`config.mk`:
```
export PLATFORM = sky130hd
export DESIGN_NAME = pipelined_control_unit
export DESIGN_NICKNAME = d
export VERILOG_FILES = /design/src/rtl/control_pkg.sv /design/src/rtl/cond_evaluator.sv /design/src/rtl/pipelined_control_unit.sv
export SDC_FILE = /design/constraint.sdc
export NUM_CORES = 1
export LEC_CHECK = 0
export ABC_AREA = 1
export CAP_MARGIN = 30
export CORE_ASPECT_RATIO = 0.75
export CORE_MARGIN = 2
export CORE_UTILIZATION = 48
export DETAILED_ROUTE_END_ITERATION = 16
export PLACE_DENSITY = 0.85
export SLEW_MARGIN = 20
export SYNTH_ARGS = -nofsm -noshare
export SYNTH_HDL_FRONTEND = slang
export SYNTH_SLANG_ARGS = --single-unit
```
`constraint.sdc`:
```
create_clock -name clk -period 2.2 [get_ports clk]
set_input_delay 0.33 -clock clk [delete_from_list [all_inputs] [get_ports clk]]
set_output_delay 0.33 -clock clk [all_outputs]
set_load 0.02 [all_outputs]
```
`src/rtl/control_pkg.sv`:
```
// rtl/control_pkg.sv - shared constants, types and decode helper for the control unit
//
// Purpose : op-type constants, ARM condition codes, instruction field positions,
//           hazard FSM state encoding, the decoded stage-register struct and the
//           field decoder used by pipelined_control_unit.
// Ports   : none (package)
package control_pkg;

    localparam logic [1:0] OP_DP = 2'b00;
    localparam logic [1:0] OP_LS = 2'b01;
    localparam logic [1:0] OP_BR = 2'b10;
    localparam logic [1:0] OP_CP = 2'b11;

    typedef enum logic [3:0] {
        COND_EQ = 4'h0, COND_NE = 4'h1, COND_CS = 4'h2, COND_CC = 4'h3,
        COND_MI = 4'h4, COND_PL = 4'h5, COND_VS = 4'h6, COND_VC = 4'h7,
        COND_HI = 4'h8, COND_LS = 4'h9, COND_GE = 4'hA, COND_LT = 4'hB,
        COND_GT = 4'hC, COND_LE = 4'hD, COND_AL = 4'hE, COND_NV = 4'hF
    } cond_e;

    localparam int COND_LSB = 28;
    localparam int OP_LSB   = 26;
    localparam int I_BIT    = 25;
    localparam int LINK_BIT = 24;
    localparam int OPC_LSB  = 21;
    localparam int B_BIT    = 22;
    localparam int S_BIT    = 20;
    localparam int L_BIT    = 20;
    localparam int RN_LSB   = 16;
    localparam int RD_LSB   = 12;
    localparam int RM_LSB   = 0;

    typedef enum logic {
        HZ_IDLE      = 1'b0,
        HZ_LOAD_PEND = 1'b1
    } haz_state_e;

    typedef struct packed {
        logic       rwe;
        logic       mwe;
        logic       m2r;
        logic       src;
        logic       status;
        logic [3:0] alu_op;
        logic       pcsel;
        logic       link;
        logic       mem_byte;
        logic       cond_pass;
        logic [3:0] rd;
    } ctrl_t;

    // Field decode of a 32-bit ARM-style word given its condition result.
    // A failed condition suppresses every architectural side effect but keeps
    // the informational fields so execute can still see what was skipped.
    function automatic ctrl_t decode_instr(input logic [31:0] ins, input logic pass);
        ctrl_t c;
        c           = '0;
        c.rd        = ins[RD_LSB +: 4];
        c.cond_pass = pass;
        case (ins[OP_LSB +: 2])
            OP_DP: begin
                c.rwe    = 1'b1;
                c.alu_op = ins[OPC_LSB +: 4];
                c.status = ins[S_BIT];
                c.src    = ins[I_BIT];
            end
            OP_LS: begin
                c.src      = 1'b1;
                c.mem_byte = ins[B_BIT];
                if (ins[L_BIT]) begin
                    c.rwe = 1'b1;
                    c.m2r = 1'b1;
                end else begin
                    c.mwe = 1'b1;
                end
            end
            OP_BR: begin
                c.pcsel  = 1'b1;
                c.alu_op = ins[OPC_LSB +: 4];
                c.link   = ins[LINK_BIT];
            end
            default: ;
        endcase
        if (!pass) begin
            c.rwe    = 1'b0;
            c.mwe    = 1'b0;
            c.status = 1'b0;
            c.pcsel  = 1'b0;
            c.link   = 1'b0;
        end
        // The all-zero word is a true NOP, not an EQ data-processing op.
        if (ins == 32'h0) begin
            c = '0;
        end
        return c;
    endfunction

endpackage

```
`src/rtl/cond_evaluator.sv`:
```
// rtl/cond_evaluator.sv - combinational ARM condition-code evaluation
//
// Purpose : decides whether an instruction's condition field passes for the
//           current flags.
// Ports   : cond [3:0] in  - condition field
//           nzcv [3:0] in  - flags {N,Z,C,V}
//           pass       out - condition true
module cond_evaluator
    import control_pkg::*;
(
    input  logic [3:0] cond,
    input  logic [3:0] nzcv,
    output logic       pass
);

    logic n, z, c, v;
    assign {n, z, c, v} = nzcv;

    always_comb begin
        pass = 1'b0;
        case (cond_e'(cond))
            COND_EQ: pass = z;
            COND_NE: pass = ~z;
            COND_CS: pass = c;
            COND_CC: pass = ~c;
            COND_MI: pass = n;
            COND_PL: pass = ~n;
            COND_VS: pass = v;
            COND_VC: pass = ~v;
            COND_HI: pass = c & ~z;
            COND_LS: pass = ~c | z;
            COND_GE: pass = (n == v);
            COND_LT: pass = (n != v);
            COND_GT: pass = ~z & (n == v);
            COND_LE: pass = z | (n != v);
            COND_AL: pass = 1'b1;
            default: pass = 1'b0;
        endcase
    end

endmodule

```
`src/rtl/pipelined_control_unit.sv`:
```
// rtl/pipelined_control_unit.sv - registered instruction decoder with load-use interlock
//
// Purpose : accepts one instruction per in_valid/in_ready handshake, decodes it with
//           condition evaluation into the decode/execute stage register, and refuses
//           instructions that read a register still being loaded.
// Ports   : clk, rst_n (async active-low), flush
//           in_valid/in_ready/instruction/nzcv - fetch side
//           out_valid/out_ready                - execute side
//           reg_write_enable, mem_write_enable, mem_to_reg_select, alu_source_select,
//           status_bit, alu_operation, pc_source_select, branch_link, mem_byte,
//           cond_pass, rd_addr                 - registered decoded controls
module pipelined_control_unit
    import control_pkg::*;
#(
    parameter int INSTR_W  = 32,
    parameter int ALU_OP_W = 4,
    parameter int REG_AW   = 4,
    parameter int HAZ_CYC  = 1
) (
    input  logic                clk,
    input  logic                rst_n,
    input  logic                flush,
    input  logic                in_valid,
    output logic                in_ready,
    input  logic [INSTR_W-1:0]  instruction,
    input  logic [3:0]          nzcv,
    output logic                out_valid,
    input  logic                out_ready,
    output logic                reg_write_enable,
    output logic                mem_write_enable,
    output logic                mem_to_reg_select,
    output logic                alu_source_select,
    output logic                status_bit,
    output logic [ALU_OP_W-1:0] alu_operation,
    output logic                pc_source_select,
    output logic                branch_link,
    output logic                mem_byte,
    output logic                cond_pass,
    output logic [REG_AW-1:0]   rd_addr
);

    localparam logic [2:0] HAZ_INIT = 3'(HAZ_CYC);

    logic [31:0] ins;
    logic        pass;
    ctrl_t       dec;
    ctrl_t       stage;
    haz_state_e  state;
    logic [2:0]  hazard_cnt;
    logic [3:0]  ld_rd;
    logic        hazard_block;
    logic        accept;
    logic        load_accept;

    assign ins = instruction[31:0];

    cond_evaluator u_cond (
        .cond (ins[COND_LSB +: 4]),
        .nzcv (nzcv),
        .pass (pass)
    );

    assign dec = decode_instr(ins, pass);

    // Interlock looks at the raw register fields of the word on the bus,
    // regardless of its condition: a skipped reader costs one bubble at most.
    always_comb begin
        hazard_block = 1'b0;
        if (state == HZ_LOAD_PEND) begin
            if ((ins[OP_LSB +: 2] == OP_DP || ins[OP_LSB +: 2] == OP_LS) &&
                ins[RN_LSB +: 4] == ld_rd) begin
                hazard_block = 1'b1;
            end
            if (ins[OP_LSB +: 2] == OP_DP && !ins[I_BIT] && ins[RM_LSB +: 4] == ld_rd) begin
                hazard_block = 1'b1;
            end
        end
    end

    assign in_ready    = rst_n & ~flush & (~out_valid | out_ready) & ~hazard_block;
    assign accept      = in_valid & in_ready;
    // Only a load that will actually write its destination creates a dependency.
    assign load_accept = accept & dec.rwe & dec.m2r;

    always_ff @(posedge clk or negedge rst_n) begin
        if (!rst_n) begin
            state      <= HZ_IDLE;
            hazard_cnt <= '0;
            ld_rd      <= '0;
        end else if (flush) begin
            state      <= HZ_IDLE;
            hazard_cnt <= '0;
        end else if (load_accept) begin
            state      <= HZ_LOAD_PEND;
            ld_rd      <= ins[RD_LSB +: 4];
            hazard_cnt <= HAZ_INIT;
        end else if (state == HZ_LOAD_PEND) begin
            if (hazard_cnt <= 3'd1) begin
                state      <= HZ_IDLE;
                hazard_cnt <= '0;
            end else begin
                hazard_cnt <= hazard_cnt - 3'd1;
            end
        end
    end

    // Stage register clears when it empties so downstream never sees stale controls.
    always_ff @(posedge clk or negedge rst_n) begin
        if (!rst_n) begin
            out_valid <= 1'b0;
            stage     <= '0;
        end else if (flush) begin
            out_valid <= 1'b0;
            stage     <= '0;
        end else if (accept) begin
            out_valid <= 1'b1;
            stage     <= dec;
        end else if (out_ready) begin
            out_valid <= 1'b0;
            stage     <= '0;
        end
    end

    assign reg_write_enable  = stage.rwe;
    assign mem_write_enable  = stage.mwe;
    assign mem_to_reg_select = stage.m2r;
    assign alu_source_select = stage.src;
    assign status_bit        = stage.status;
    assign alu_operation     = ALU_OP_W'(stage.alu_op);
    assign pc_source_select  = stage.pcsel;
    assign branch_link       = stage.link;
    assign mem_byte          = stage.mem_byte;
    assign cond_pass         = stage.cond_pass;
    assign rd_addr           = REG_AW'(stage.rd);

endmodule

```
Word-level counts from Yosys, hierarchy flattened
Cells that the tools add are included.
W data, S select, Z words.

storage, ports and cells
  output and inout port bits = 19
  register bits after elaboration = 26
  bits in latches = 0
  input bits = 41
  RAM bits = 0
  ROM bits = 0
  logic and storage cells = 98
  memories kept = 0

cells by class
  $mul = 0
  equality and inequality tests = 20
  magnitude comparators = 1
  mux-type cells = 31
  add/sub/neg operators = 1
  reductions and logical operators = 12
  bitwise logic cells = 18
  divide/modulo/power cells = 0
  shifts and indexed selects = 0

operators with widths
  operator               count
  $mux W17               4
  $logic_not A32 Y1      1
  $eq A4 B4 Y1 const B   7
  $eq A4 B3 Y1 const B   4
  $mux W1                15
  $pmux W1 S15           1
  $mux W3                4
  $and A1 B1 Y1          8
  $eq A4 B2 Y1 const B   2
  $eq A4 B4 Y1           2
  $mux W2                4
  $not A1 Y1             7
  $reduce_bool A3 Y1     2
  $eq A4 B1 Y1 const B   1
  $logic_not A4 Y1       1
  $mux W4                1
  $pmux W1 S2            2
  $le A3 B1 Y1 const B   1
  $logic_and A1 B1 Y1    3
  $or A1 B1 Y1           3
  $sub A3 B1 Y3 const B  1
  $eq A2 B1 Y1 const B   1
  $eq A2 B2 Y1 const B   1
  $logic_not A2 Y1       1
  6 further kinds        6

Longest topological paths before layout
  depth after elaboration = 13
  gate-level depth with buffers = 13
  gate-level depth less buffers = 13

Modules after synthesis
From an unflattened synthesis, not the netlist that was laid out.

second synthesis, totals
  cells, all modules = 262
  area total of the unflattened synthesis = 1732.9 µm²

by module, submodules not included
  module                  cells each  seq. area each (µm²)  instances  area each (µm²)
  pipelined_control_unit  207         650.6                 1          1503.9
  cond_evaluator          55          0.0                   1          229.0

Worst setup path after synthesis
No wires, ideal clock.

  path type = register to register
  start = register ld_rd[1]
  end = register stage (netlist bit alu_operation[0])
  required time = 2083 ps
  slack = 812 ps
  setup time = 117 ps
  path buffers = 1
  period minus slack after synthesis = 1388 ps
  cell stages (with the launch flop) = 14
  arrival time = 1271 ps
  cells stage by stage = dfrtp_1 -> inv_1 -> nand2_1 -> nand2_1 -> nor2_1 -> nand3_1 -> nand2_1 -> nand2_2 -> nand3_4 -> nand2_4 -> inv_4 -> buf_12 -> nand2_1 -> nand2_1

between the ends
  longest elaborated chain between the ends = 10
  elaborated cells between the ends (all ways) = 13
  classes of those cells = 2 x eq/ne; 5 x mux; 3 x bitwise; 3 x reduce/logical

ends and longest elaborated chain
  what                    line                           source
  from (decl)             pipelined_control_unit.sv:50   logic [3:0] ld_rd;
  from (signal assigned)  pipelined_control_unit.sv:95   ld_rd <= ins[RD_LSB +: 4];
  $eq A4 B4 Y1            pipelined_control_unit.sv:71   ins[RN_LSB +: 4] == ld_rd) begin
  $logic_and A1 B1 Y1     pipelined_control_unit.sv:70   if ((ins[OP_LSB +: 2] == OP_DP || ins[OP_LSB +: 2] == OP_LS) &&
  $mux W1                 pipelined_control_unit.sv:70
  $mux W1 (*)             pipelined_control_unit.sv:74   if (ins[OP_LSB +: 2] == OP_DP && !ins[I_BIT] && ins[RM_LSB +: 4] == ld_rd) begin
  $mux W1 (*)             pipelined_control_unit.sv:69   if (state == HZ_LOAD_PEND) begin
  $not A1 Y1 (*)          pipelined_control_unit.sv:80   assign in_ready = rst_n & ~flush & (~out_valid | out_ready) & ~hazard_block;
  $and A1 B1 Y1 (*)       pipelined_control_unit.sv:80
  $and A1 B1 Y1 (*)       pipelined_control_unit.sv:81   assign accept = in_valid & in_ready;
  $mux W17                pipelined_control_unit.sv:115  end else if (accept) begin
  $mux W17                pipelined_control_unit.sv:112  end else if (flush) begin
  to (signal assigned)    pipelined_control_unit.sv:111  stage <= '0;
  to (signal assigned)    pipelined_control_unit.sv:114  stage <= '0;
  to (signal assigned)    pipelined_control_unit.sv:117  stage <= dec;
  to (decl)               pipelined_control_unit.sv:47   ctrl_t stage;

Every way passes the cells marked *; elsewhere a longest branch is shown, timed or not.
A chain may end at the register's enable or synchronous reset.

Final worst setup path
  start = input port instruction[16]
  end = output port in_ready

between the ends
  longest elaborated chain between the ends = 7

ends and longest elaborated chain
  what                 line                          source
  from (decl)          pipelined_control_unit.sv:25  input logic [INSTR_W-1:0] instruction,
  $eq A4 B4 Y1         pipelined_control_unit.sv:71
  $logic_and A1 B1 Y1  pipelined_control_unit.sv:70
  $mux W1              pipelined_control_unit.sv:70
  $mux W1              pipelined_control_unit.sv:74
  $mux W1              pipelined_control_unit.sv:69
  $not A1 Y1           pipelined_control_unit.sv:80
  $and A1 B1 Y1        pipelined_control_unit.sv:80
  to (decl)            pipelined_control_unit.sv:24  output logic in_ready,

No other way between the ends.

==> results by group <==
Min path
  • HP Class: reg2reg
  • Hold_sp: alu_operation[0]

Worst setup path
  • Crit end category: primary output
  • Crit Path Class: in2out
  • Crit start category: primary input
  • Data arrival time of the critical path: 1.71 ns
  • CP required: 1.87 ns
  • Critical path's top delay family: buffers and inverters
  • Most used cell, CP: nand2_1
  • Worst R2R Setup Slack: 0.54 ns
  • Crit path from: instruction[16]
  • Critical Path Max Stage Delay: 0.51 ns
  • WP buf/inv: 4
  • Sequence of cells on the critical path: clkdlybuf4s50_1, inv_1, nand2_1, nand2_1, nor2_1, nand3_1, nand2_1, nand2_2, nand2_1, inv_1, clkdlybuf4s15_1
  • CP max FO: 3
  • Slowest cell on the critical path: clkdlybuf4s50_1
  • Reg2reg start: ld_rd[1]

STA
  • Actual slew at the worst max-slew pin: 0.358 ns
  • Clk_skew: 0.00258 ns
  • RSZ-0062 raised after global routing: false
  • Setup WS post-layout: 0.158 ns
  • Worst hold margin: 0.479 ns
  • Final Cycle Share: 92.8%
  • Final Max Slew Viols: 0
  • Final setup violation count: 0
  • Final Hold Violating Endpoints: 0
  • Highest Clock Rate: 490 MHz
  • Tmin final: 2.04 ns
  • Worst slew margin: 76.0%

Status
  • Outcome: finished, final reports clean

CTS
  • Num Clock Sinks: 26
  • Post-CTS Hold Buffers: 0
  • Cts bufs inserted: 3
  • Max clock buf depth: 2
  • Worst skew pair latency: 0.27 ns
  • CTS clk-pin slew, worst paths: 0.09 ns
  • Max H-tree Level: 1
  • CTS tree: yes
  • Root Buffer: clkbuf_8

GRT
  • Vias in the first global route: 1603
  • GRT Residual Overflow: 0
  • Antenna violations before repair: 0
  • Pin count of the biggest net entering global routing: 27
  • Total GRT Usage: 24.7%
  • First-pass GRT wire length: 7340 um

Yosys
  • Sequential share of the synthesized area: 39.4%
  • Yosys cell types: 28
  • Mean area per synthesized cell: 6.94 um^2
  • Post-Syn Area: 1650 um^2
  • Async set-reset flop share out of synthesis: 100%
  • EDFF count, synth: 0
  • Post-synth top area share: 39.4%
  • YS warnings: 0
  • Post-synth top flop: dfrtp_1
  • Post-synthesis net count: 281
  • Top post-synthesis cells by area: dfrtp_1 39%, nand2_1 18%, inv_1 7.3%, nand3_1 7.0%, nor2_1 6.6%
  • Cells after synthesis: 238
  • #FFs+latches synth: 26
  • Area leader, netlist: dfrtp_1

Job
  • MaxCap Viol Count: 0

Drt
  • DR pass1 iterations: 4
  • Via density: 4.96
  • Vias: 1726
  • Met2 wire len: 2100 um
  • DRC: 0
  • DR WL/cell: 12.9 um
  • Starting DRT DRC Count: 88
  • Routed length on met3: 244 um
  • DR top layer: met4
  • Met1 WL: 2110 um
  • Post-DRT Antenna Nets: 0
  • Routed WL: 4470 um

Floorplanning
  • Io pins: 60
  • Core Area: 3290 um^2
  • Die Wd: 71.8 um
  • Die Height: 54.8 um
  • Initial core utilization: 50.3%
  • # rows: 18
  • Die area: 3930 um^2

Finish
  • Multi-input logic area: 848 um^2
  • # fillers: 272
  • Layout cells sized above 1: 9.74%
  • Leading cell types in the layout, fill and taps excluded: 78 x nand2_1, 58 x clkdlybuf4s50_1, 32 x inv_1, 29 x nor2_1, 26 x dfrtp_1
  • Final nets: 352
  • # diodes: 0
  • Reg area: 651 um^2
  • Commonest non-fill, non-tap cell in the layout: nand2_1
  • Finished Cell Area: 2400 um^2
  • Syn-to-layout area delta: 45.5%

Placement
  • Area post-placement: 2330 um^2
  • RD Place Congestion: 0.833
  • Placed wire-length estimate: 3640 um
  • IO Port Bufs: 59
  • DP Worst Slack: -0.0900 ns

Power
  • Maximum VDD drop: 316 uV
  • Pwr/cell area: 496 nW/um^2
  • LEAKAGE: 0.00127 uW
  • Tot Pwr: 1190 uW
## synthesized netlist by cell type, types with 2 or more instances
| cell | instances |
|---|---|
| o21ai_0 | 12 |
| nor2_1 | 29 |
| dfrtp_1 | 26 |
| nor3_1 | 2 |
| a21oi_1 | 2 |
| inv_1 | 32 |
| nand4_1 | 5 |
| nand2_1 | 78 |
| nand2_4 | 2 |
| nand3_1 | 23 |
| ha_1 | 2 |
| nand2_2 | 7 |
| inv_2 | 2 |
| xnor2_1 | 2 |
## cell type report
class | count | area share, %
Multi-Input combinational cell | 176 | 35.3
Tap cell | 40 | 2.08
Clock inverter | 1 | 1.25
Inverter | 35 | 5.57
Sequential cell | 26 | 27.1
Timing Repair Buffer | 67 | 27.1
Clock buffer | 3 | 1.72
## timing repair
action                     in CTS  in global routing
setup endpoints to repair       1                  1
gates resized for setup         1                  1
gates cloned                    0                  0
buffers inserted                0                  0
## flip-flops by register name (all words and copies together) (netlist names), 3 cells and up
register and flops:
hazard_cnt 3, ld_rd 4, alu_operation 4, rd_addr 4
## cells by family after synthesis
logic type                 count (synthesis)  synth area share (%)
AOI/OAI and AO/OA                         19                  6.51
xor gates and xnor gates                   2                  1.06
adders and majority gates                  2                  1.51
buffers and inverters                     36                  9.31
DFF                                       26                  39.4
and+or+nand+nor                          153                  42.2
## report_power, final
group	internal [uW]	switching [uW]
clock	243	149
sequential	498	18.4
combinational	136	148
## tightest hold or removal path, stage by stage, from the launching register on
cell     delay (ns)
dfrtp_1        0.35
nand2_1        0.06
nand2_1        0.05
## per-layer routing
layer	track usage (%)	up-vias
li1	-	892
met1	34.5	785
met2	41.8	47
met3	4.05	2
met4	3.46	0
met5	0	-
## metrics by stage
| step | setup TNS (ns) | instances | util, % |
|---|---|---|---|
| floorplan | 0 | 238 | - |
| global placement | -0.0801 | 344 | 71.0 |
| detailed placement | -0.0900 | 344 | 71.0 |
| CTS | 0 | 348 | 73.1 |
| global route | 0 | 348 | 73.1 |
| finish | 0 | 348 | 73.1 |
## path summary, 6_finish.rpt
kind,end,cells past startpoint
min in group asynchronous,pc_source_select,2
worst min register to register,alu_operation[0],2
worst max-delay path,in_ready,11
worst min-delay path,alu_operation[0],2
worst max register to register,ld_rd[3],12
max in group asynchronous,alu_operation[0],2
No activity file was read; power rests on OpenSTA's default activity.
